===== config.mk =====
export PLATFORM = sky130hd
export DESIGN_NAME = div_iter
export DESIGN_NICKNAME = d
export VERILOG_FILES = /design/src/rtl/div_iter_pkg.sv /design/src/rtl/div_step.sv /design/src/rtl/div_iter.sv
export SDC_FILE = /design/constraint.sdc
export NUM_CORES = 1
export LEC_CHECK = 0
export CAP_MARGIN = 5
export CORE_MARGIN = 3
export CORE_UTILIZATION = 25
export DETAILED_ROUTE_END_ITERATION = 8
export HOLD_SLACK_MARGIN = 0.12
export PLACE_DENSITY = 0.51
export SLEW_MARGIN = 20
export SYNTH_ARGS = -nofsm -noshare
export SYNTH_HDL_FRONTEND = slang
export SYNTH_SLANG_ARGS = --single-unit

===== constraint.sdc =====
create_clock -name clk -period 8.7 [get_ports clk]
set_clock_uncertainty 0.2 [all_clocks]
set_input_delay 0.87 -clock clk [delete_from_list [all_inputs] [get_ports clk]]
set_output_delay 0.87 -clock clk [all_outputs]
set_load 0.01 [all_outputs]

===== src/rtl/div_iter_pkg.sv =====
`default_nettype none
// ============================================================================
// Module      : div_iter_pkg
// Description : Shared encodings and constants for the iterative divider.
//               Holds the FSM state encodings and the divide-by-zero
//               quotient pattern.
// Revision    : 1.0 - initial release
// ============================================================================
package div_iter_pkg;

    // FSM state encodings (2-bit)
    localparam logic [1:0] DIV_IDLE = 2'd0;
    localparam logic [1:0] DIV_CALC = 2'd1;
    localparam logic [1:0] DIV_DONE = 2'd2;

    // Quotient returned for any divide by zero at the default 32-bit width
    localparam logic [31:0] DIV_ZERO_QUOT = 32'hFFFF_FFFF;

    typedef enum logic [1:0] {
        ST_IDLE = DIV_IDLE,
        ST_CALC = DIV_CALC,
        ST_DONE = DIV_DONE
    } div_state_t;

endpackage : div_iter_pkg
`default_nettype wire


===== src/rtl/div_step.sv =====
`default_nettype none
// ============================================================================
// Module      : div_step
// Description : One combinational radix-2 restoring iteration. Shifts the
//               next dividend bit into the partial remainder and subtracts
//               the divisor when the trial result is non-negative.
// Revision    : 1.0 - initial release
// ============================================================================
module div_step
    import div_iter_pkg::*;
#(
    parameter int WIDTH = 32
) (
    input  logic [WIDTH-1:0] i_rem,
    input  logic             i_dvd_bit,
    input  logic [WIDTH-1:0] i_dvs,
    output logic [WIDTH-1:0] o_rem,
    output logic             o_q_bit
);

    // The shifted remainder is kept one bit wider than the operands: with a
    // divisor above 2^(WIDTH-1) the remainder's top bit is still significant.
    logic [WIDTH:0] w_shift;

    assign w_shift = {i_rem, i_dvd_bit};

    // Trial subtraction is non-negative exactly when shifted value >= divisor
    assign o_q_bit = (w_shift >= {1'b0, i_dvs});

    // On success the true difference is below the divisor, so WIDTH-bit
    // modular subtraction yields it exactly; otherwise restore the shift.
    assign o_rem = o_q_bit ? (w_shift[WIDTH-1:0] - i_dvs) : w_shift[WIDTH-1:0];

endmodule : div_step
`default_nettype wire


===== src/rtl/div_iter.sv =====
`default_nettype none
// ============================================================================
// Module      : div_iter
// Description : Iterative radix-2 restoring divider for the execute stage.
//               Returns {remainder, quotient}; signed (DIV) or unsigned
//               (DIVU) selected by 'sign'. Fixed WIDTH+1 cycle latency.
//               Optional macro DIV_EARLY_OUT_EN: divide-by-zero and
//               |a| < |b| complete one cycle after acceptance.
// Revision    : 1.0 - initial release
// ============================================================================
module div_iter
    import div_iter_pkg::*;
#(
    parameter int WIDTH = 32,
    parameter int CNT_W = 5
) (
    input  logic               clk,
    input  logic               rst,
    input  logic [WIDTH-1:0]   a,
    input  logic [WIDTH-1:0]   b,
    input  logic               sign,
    input  logic               opn_valid,
    input  logic               res_ready,
    output logic               res_valid,
    output logic [2*WIDTH-1:0] result
);

    localparam logic [CNT_W-1:0] c_last_iter = CNT_W'(WIDTH - 1);
    // All-ones quotient for divide by zero (DIV_ZERO_QUOT at 32 bits)
    localparam logic [WIDTH-1:0] c_zero_quot = {WIDTH{1'b1}};

    div_state_t         r_state;
    logic [CNT_W-1:0]   r_cnt;
    logic [WIDTH-1:0]   r_rem;      // partial remainder
    logic [WIDTH-1:0]   r_dvd;      // dividend bits shift out, quotient bits shift in
    logic [WIDTH-1:0]   r_dvs;      // divisor magnitude
    logic [WIDTH-1:0]   r_a_raw;    // original dividend for the divide-by-zero result
    logic               r_q_neg;
    logic               r_r_neg;
    logic               r_b_zero;
    logic               r_res_valid;
    logic [2*WIDTH-1:0] r_result;

    logic [WIDTH-1:0]   w_a_mag;
    logic [WIDTH-1:0]   w_b_mag;
    logic               w_b_zero_in;
    logic [WIDTH-1:0]   w_new_rem;
    logic               w_q_bit;
    logic [WIDTH-1:0]   w_q_mag;
    logic [WIDTH-1:0]   w_q_fix;
    logic [WIDTH-1:0]   w_r_fix;
    logic [2*WIDTH-1:0] w_final;

    // Operand magnitudes only matter for signed divides
    assign w_a_mag     = (sign && a[WIDTH-1]) ? -a : a;
    assign w_b_mag     = (sign && b[WIDTH-1]) ? -b : b;
    assign w_b_zero_in = (b == '0);

    div_step #(
        .WIDTH (WIDTH)
    ) u_step (
        .i_rem     (r_rem),
        .i_dvd_bit (r_dvd[WIDTH-1]),
        .i_dvs     (r_dvs),
        .o_rem     (w_new_rem),
        .o_q_bit   (w_q_bit)
    );

    // Final-iteration values, sign-corrected: quotient negative when operand
    // signs differ, remainder follows the dividend. -MIN/-1 wraps to MIN.
    assign w_q_mag = {r_dvd[WIDTH-2:0], w_q_bit};
    assign w_q_fix = r_q_neg ? -w_q_mag : w_q_mag;
    assign w_r_fix = r_r_neg ? -w_new_rem : w_new_rem;
    assign w_final = r_b_zero ? {r_a_raw, c_zero_quot} : {w_r_fix, w_q_fix};

`ifdef DIV_EARLY_OUT_EN
    logic w_small;
    assign w_small = (w_a_mag < w_b_mag);
`endif

    // Divider FSM: accept in IDLE, one quotient bit per cycle in CALC,
    // hold the result in DONE until the consumer takes it
    always_ff @(posedge clk or posedge rst) begin
        if (rst) begin
            r_state     <= ST_IDLE;
            r_cnt       <= '0;
            r_rem       <= '0;
            r_dvd       <= '0;
            r_dvs       <= '0;
            r_a_raw     <= '0;
            r_q_neg     <= 1'b0;
            r_r_neg     <= 1'b0;
            r_b_zero    <= 1'b0;
            r_res_valid <= 1'b0;
            r_result    <= '0;
        end else begin
            case (r_state)
                ST_IDLE: begin
                    if (opn_valid) begin
                        r_dvd    <= w_a_mag;
                        r_dvs    <= w_b_mag;
                        r_a_raw  <= a;
                        r_q_neg  <= sign & (a[WIDTH-1] ^ b[WIDTH-1]);
                        r_r_neg  <= sign & a[WIDTH-1];
                        r_b_zero <= w_b_zero_in;
                        r_rem    <= '0;
                        r_cnt    <= '0;
                        r_state  <= ST_CALC;
`ifdef DIV_EARLY_OUT_EN
                        if (w_b_zero_in) begin
                            r_result    <= {a, c_zero_quot};
                            r_res_valid <= 1'b1;
                            r_state     <= ST_DONE;
                        end else if (w_small) begin
                            r_result    <= {a, {WIDTH{1'b0}}};
                            r_res_valid <= 1'b1;
                            r_state     <= ST_DONE;
                        end
`endif
                    end
                end
                ST_CALC: begin
                    r_rem <= w_new_rem;
                    r_dvd <= {r_dvd[WIDTH-2:0], w_q_bit};
                    r_cnt <= r_cnt + 1'b1;
                    if (r_cnt == c_last_iter) begin
                        r_result    <= w_final;
                        r_res_valid <= 1'b1;
                        r_state     <= ST_DONE;
                    end
                end
                ST_DONE: begin
                    if (r_res_valid && res_ready) begin
                        r_res_valid <= 1'b0;
                        r_state     <= ST_IDLE;
                    end
                end
                default: begin
                    r_state <= ST_IDLE;
                end
            endcase
        end
    end

    assign res_valid = r_res_valid;
    assign result    = r_result;

endmodule : div_iter
`default_nettype wire


* Word-level counts from Yosys, hierarchy flattened
Cells that the tools add are included.
** Storage, ports and cells
- Output and inout bits :: 65
- Bits of input ports :: 69
- Word-level logic and storage cells :: 58
- Bits in registers :: 203
** Cells by class
- Mux-type cells :: 19
- Reduce and logical (&&, ||, !) cells :: 12
- Bitwise operators :: 3
- Order comparisons :: 1
- Eq/ne operators :: 6
- Add/sub/neg operators :: 6
** Operators with widths (count)
- $mux 32 :: 7
- $neg 32->32 :: 4
- $pmux 32 s2 :: 2
- $mux 64 :: 1
- $ge 33x32->1 :: 1
- $logic_not 32->1 :: 1
- $sub 32x32->32 :: 1
- $pmux 5 s2 :: 1
- $mux 2 :: 3
- $ne 2x2->1 const B :: 3
- $pmux 2 s3 :: 1
- $reduce_and 2->1 :: 3
- $reduce_and 3->1 :: 2
- $add 5x1->5 const B :: 1
- $eq 5x5->1 const B :: 1
- $mux 5 :: 1
- $reduce_bool 2->1 :: 2
- $logic_and 1x1->1 :: 3
- $and 1x1->1 :: 2
- $eq 2x1->1 const B :: 1
- $eq 2x2->1 const B :: 1
- $logic_not 2->1 :: 1
- $mux 1 :: 2
- $pmux 1 s2 :: 1
- $xor 1x1->1 :: 1

* Longest topological paths before layout
- Depth after elaboration :: 5
- Depth in mapped cells :: 24
- Mapped depth without buffers :: 19

* Cells and area by module
Synthesis repeated with hierarchy kept, for this count alone.
** Second synthesis, totals
- Cells, all modules :: 1561
- Area, all modules :: 13254.0 µm²
** Modules (own cells, without submodules)
- div_iter :: area each 10923.0 µm², seq. area each 5079.9 µm², instances 1, cells each 1238
- div_step :: area each 2331.0 µm², seq. area each 0.0 µm², instances 1, cells each 323

* Worst setup path after synthesis
No wires, ideal clock.
- Path type :: reg-to-reg
- Start point :: reg r_rem[2]
- End point :: reg r_result[54], in the netlist result[54]
- Path slack :: 3512 ps
- Buffers on the path :: 5
- Cell stages (with the launch flop) :: 23
- Setup time :: 77 ps
- Required time :: 8423 ps
- Period minus slack after synthesis :: 5188 ps
- Arrival :: 4912 ps
- Cells stage by stage :: dfrtp_1 ha_1 buf_6 a21o_1 a21o_1 o211a_1 o211a_1 nand2b_1 buf_4 buf_2 buf_2 buf_2 o21ai_0 ha_1 nand2_1 or4_1 nor4_1 a31o_2 o211ai_1 o41ai_1 xor2_1 nor2_1 o21ai_1
** Between the ends
- Word-level cells in the longest chain between the ends :: 5
- Elaborated cells on any way between the ends :: 6
- Those cells by class :: add/sub: 2; order compare: 1; mux: 3
** RTL lines
- start, declared :: line div_iter.sv:34 : logic [WIDTH-1:0] r_rem;
- start signal, assigned :: line div_iter.sv:123 : r_rem <= w_new_rem;
- $sub 32x32->32 / $ge 33x32->1 (equally long branches) :: line div_step.sv:32, div_step.sv:28
- $mux 32 (*) :: line div_step.sv:32 : assign o_rem = o_q_bit ? (w_shift[WIDTH-1:0] - i_dvs) : w_shift[WIDTH-1:0];
- $neg 32->32 :: line div_iter.sv:73 : assign w_r_fix = r_r_neg ? -w_new_rem : w_new_rem;
- $mux 32 (*) :: line div_iter.sv:73
- $mux 64 (*) :: line div_iter.sv:74 : assign w_final = r_b_zero ? {r_a_raw, c_zero_quot} : {w_r_fix, w_q_fix};
- end signal, assigned :: line div_iter.sv:127 : r_result <= w_final;
- end, declared :: line div_iter.sv:42 : logic [2*WIDTH-1:0] r_result;
Every way passes the cells marked *; elsewhere a longest branch is shown, timed or not.
A chain may end at the register's enable or synchronous reset.

* Worst setup path in the final report
- Start point :: reg r_rem[5]
- End point :: reg r_result[54], in the netlist result[54]
Same word-level chain as after synthesis.

==> impl_metrics.ini <==
[logic_synthesis]
yosysWarnings = 0
synth_edf_count = 0
netlist_instances = 1625
synth_cell_types = 73
synth.area.top_cells = dfrtp_1 (38%), nand2_1 (7.1%), o21ai_0 (6.8%), xor2_1 (5.6%), a21oi_1 (4.8%)
syn_area_um2 = 13300
yosysTopAreaCell = dfrtp_1
yosys.area.top_type_share_pct = 38.1
ys.flop_type = dfrtp_1
yosysSeqAreaShare_pct = 38.1
syn-num-nets = 1733
synth-seq-cells = 203
async_reset_ff_share_pct = 100
synth_area_per_cell_um2 = 8.21

[worst_setup_path]
crit_family = compound AO/OA/AOI/OAI gates
reg2regPathDepth = 19
crit_slowest_cell = ha_1
slowest_delay_ns = 0.46
critical_path.n_buffers_inverters = 2
crit_chain = ha_1, a21oi_1, o21ai_1, a221o_1, o211a_1, nand2b_2, inv_2, buf_4, mux2i_1, ha_1, nand2_1, or4_1, nor4_1, a31o_2, o211ai_1, o41ai_1, xor2_1, nor2_1, o21ai_1
end_kind = register
worstPathArrival_ns = 6.25
cp-endpoint = result[54]
cp.required_ns = 8.98
regToRegEndpoint = result[54]
rrSetupSlack_ns = 2.73
crit_type = reg -> reg
cp-start-kind = register
rr_startpoint = r_rem[5]
cp.depth = 19
crit_start = r_rem[5]
cp_max_fo = 30

[power]
p_total_mw = 7.64
leakage_nw = 6.72
p_per_area_nw_per_um2 = 473
irDropWorstVdd_v = 0.000163

[placed_design]
placed_area_um2 = 15200
place.gp.congestion = 0.841
dp_cells = 2362
portBuffers = 133
dp_hpwl_um = 31700

[sta]
fin_crit_ns = 5.97
whs_ns = 0.275
fmax_mhz = 168
worst_pin_slew_ns = 1.01
final-setup-viol-count = 0
fin_crit_sh_pct = 68.6
max_slew_margin_pct = 32.2
final_hold_viol_count = 0
rsz0062_at_grt = false
setup-tns-final_ns = 0
timing.final.max_slew_violations = 0

[cells_and_area]
area_growth_pct = 21.1
mostFrequentLayoutCells = nand2_1 (250), dfrtp_1 (203), o21ai_0 (180)
finalNonFillerCells = 2409
drive_gt1_share_pct = 4.88
fin_nets = 1811
finalInstanceArea_um2 = 16100
final_common_cell = nand2_1
insertedDiodeCount = 0
fillers = 5515

[route]
wl_per_cell_um = 17.7
vias_per_cell = 4.93
drt_wl_total_um = 42700
route.detailed.drc = 0
via_count = 11900
first_pass_iters = 5
ant_nets = 0
drtIter0Drc = 872

[floorplanning]
coreArea_um2 = 52700
dieArea_um2 = 56200
die_w_um = 237
rows = 84
start_util_pct = 25.3
ioPinCount = 134
die_h_um = 237

[global_routing]
grt-ovfl-total = 0
antenna_found_initial = 0
grt_pass1_vias = 11700
grt_first_pass_wirelength_um = 68400
grt_max_degree = 132
track_usage_pct = 14.9

[cts]
cts_tree = done
cts_resized = 0
clk_pin_slew_ns = 0.05
clock_path_buffers = 3
worstSkewPairLatency_ns = 0.57
clock_sinks = 203
hold_buffers = 0
post_cts_buffers = 0
numCtsBuffers = 27
cts-root-buf = clkbuf_16
htreeDepth = 1

[hold_path]
hp-class = reg -> reg

[job]
drv_cap = 0

[outcome]
status = finished, final reports clean
[synth_stat cells, types with 9 or more instances]
library cell	instances
nand2_1	251
dfrtp_1	203
o21ai_0	180
a21oi_1	128
nor2_1	112
xor2_1	86
clkbuf_1	76
inv_1	57
xnor2_1	56
nand3_1	50
ha_1	38
a22oi_1	34
mux2i_1	32
o31ai_1	31
nor3_1	28
nand2b_1	16
nand4_1	16
nor4_1	16
or3_1	15
a211oi_1	13
and3_1	12
or4_1	12
a21o_1	11
buf_2	10
o41ai_1	10
and2_1	9
[cell type report]
cell class / instances / area (um2) / share of cell area [%]
inverters: 58 / 225 / 1.39
flip-flops and latches: 203 / 5080 / 31.5
clock inverters: 7 / 75.1 / 0.465
well taps: 688 / 861 / 5.33
clock buffers: 40 / 815 / 5.04
multi-input cells: 1267 / 7660 / 47.5
repair buffers: 146 / 1430 / 8.85
[registers in the layout (all words and copies together) (netlist names)]
| name | cells |
|---|---|
| result | 64 |
| r_dvs | 32 |
| r_dvd | 32 |
| r_q_neg | 1 |
| r_a_raw | 32 |
| r_cnt | 5 |
| r_state | 2 |
| r_b_zero | 1 |
| r_rem | 32 |
| res_valid | 1 |
| r_r_neg | 1 |
[power breakdown]
group	switching, mW	internal (mW)
Sequential	0.433	1.39
Clock	0.441	0.673
Combinational	2.88	1.82
[cell families (layout without fill, tap and decap cells)]
kind of cell             after synthesis  in the layout  synth area share (%)
AO/OA/AOI/OAI                        482            482                  21.8
AND/OR/NAND/NOR                      568            568                  19.7
XOR/XNOR                             142            142                  9.33
buffers and inverters                155            251                  4.65
multiplexers                          36             36                  2.74
adder cells (fa/ha/maj)               39             39                  3.72
flip-flops                           203            203                  38.1
[stage by stage]
| step | util [%] | worst slack (ns) |
|---|---|---|
| after floorplan | - | 2.09 |
| after global placement | 29.0 | 2.85 |
| after detailed placement | 29.0 | 2.76 |
| after CTS | 30.7 | 2.73 |
| after global routing | 30.7 | 2.23 |
| final | 30.7 | 2.73 |
[how the worst min path moves through the flow]
stage                      startpoint     endpoint  slack [ns]  cells after the start
after global routing        r_dvs[16]    r_dvs[16]        0.30                      2
final                       r_dvs[20]    r_dvs[20]        0.28                      2
after detailed placement  r_a_raw[19]  r_a_raw[19]        0.26                      2
after CTS                 r_a_raw[25]  r_a_raw[25]        0.28                      2
after global placement    r_a_raw[27]  r_a_raw[27]        0.25                      2
after floorplan           r_a_raw[19]  r_a_raw[19]        0.24                      2
[per-layer routing]
metal,vias up,share of wire (%),track usage (%)
li1,5907,-,-
met1,5619,49,21.7
met2,290,44,23.3
met3,53,5.1,2.46
met4,0,2.2,3.30
met5,-,0,0
[worst min-delay path: cells and delay by family, from the launching register on]
family,cells,cell delay [ns]
DFF,1,0.34
AOI/OAI and AO/OA,1,0.06
and+or+nand+nor,1,0.05
No activity file was read; power rests on OpenSTA's default activity.
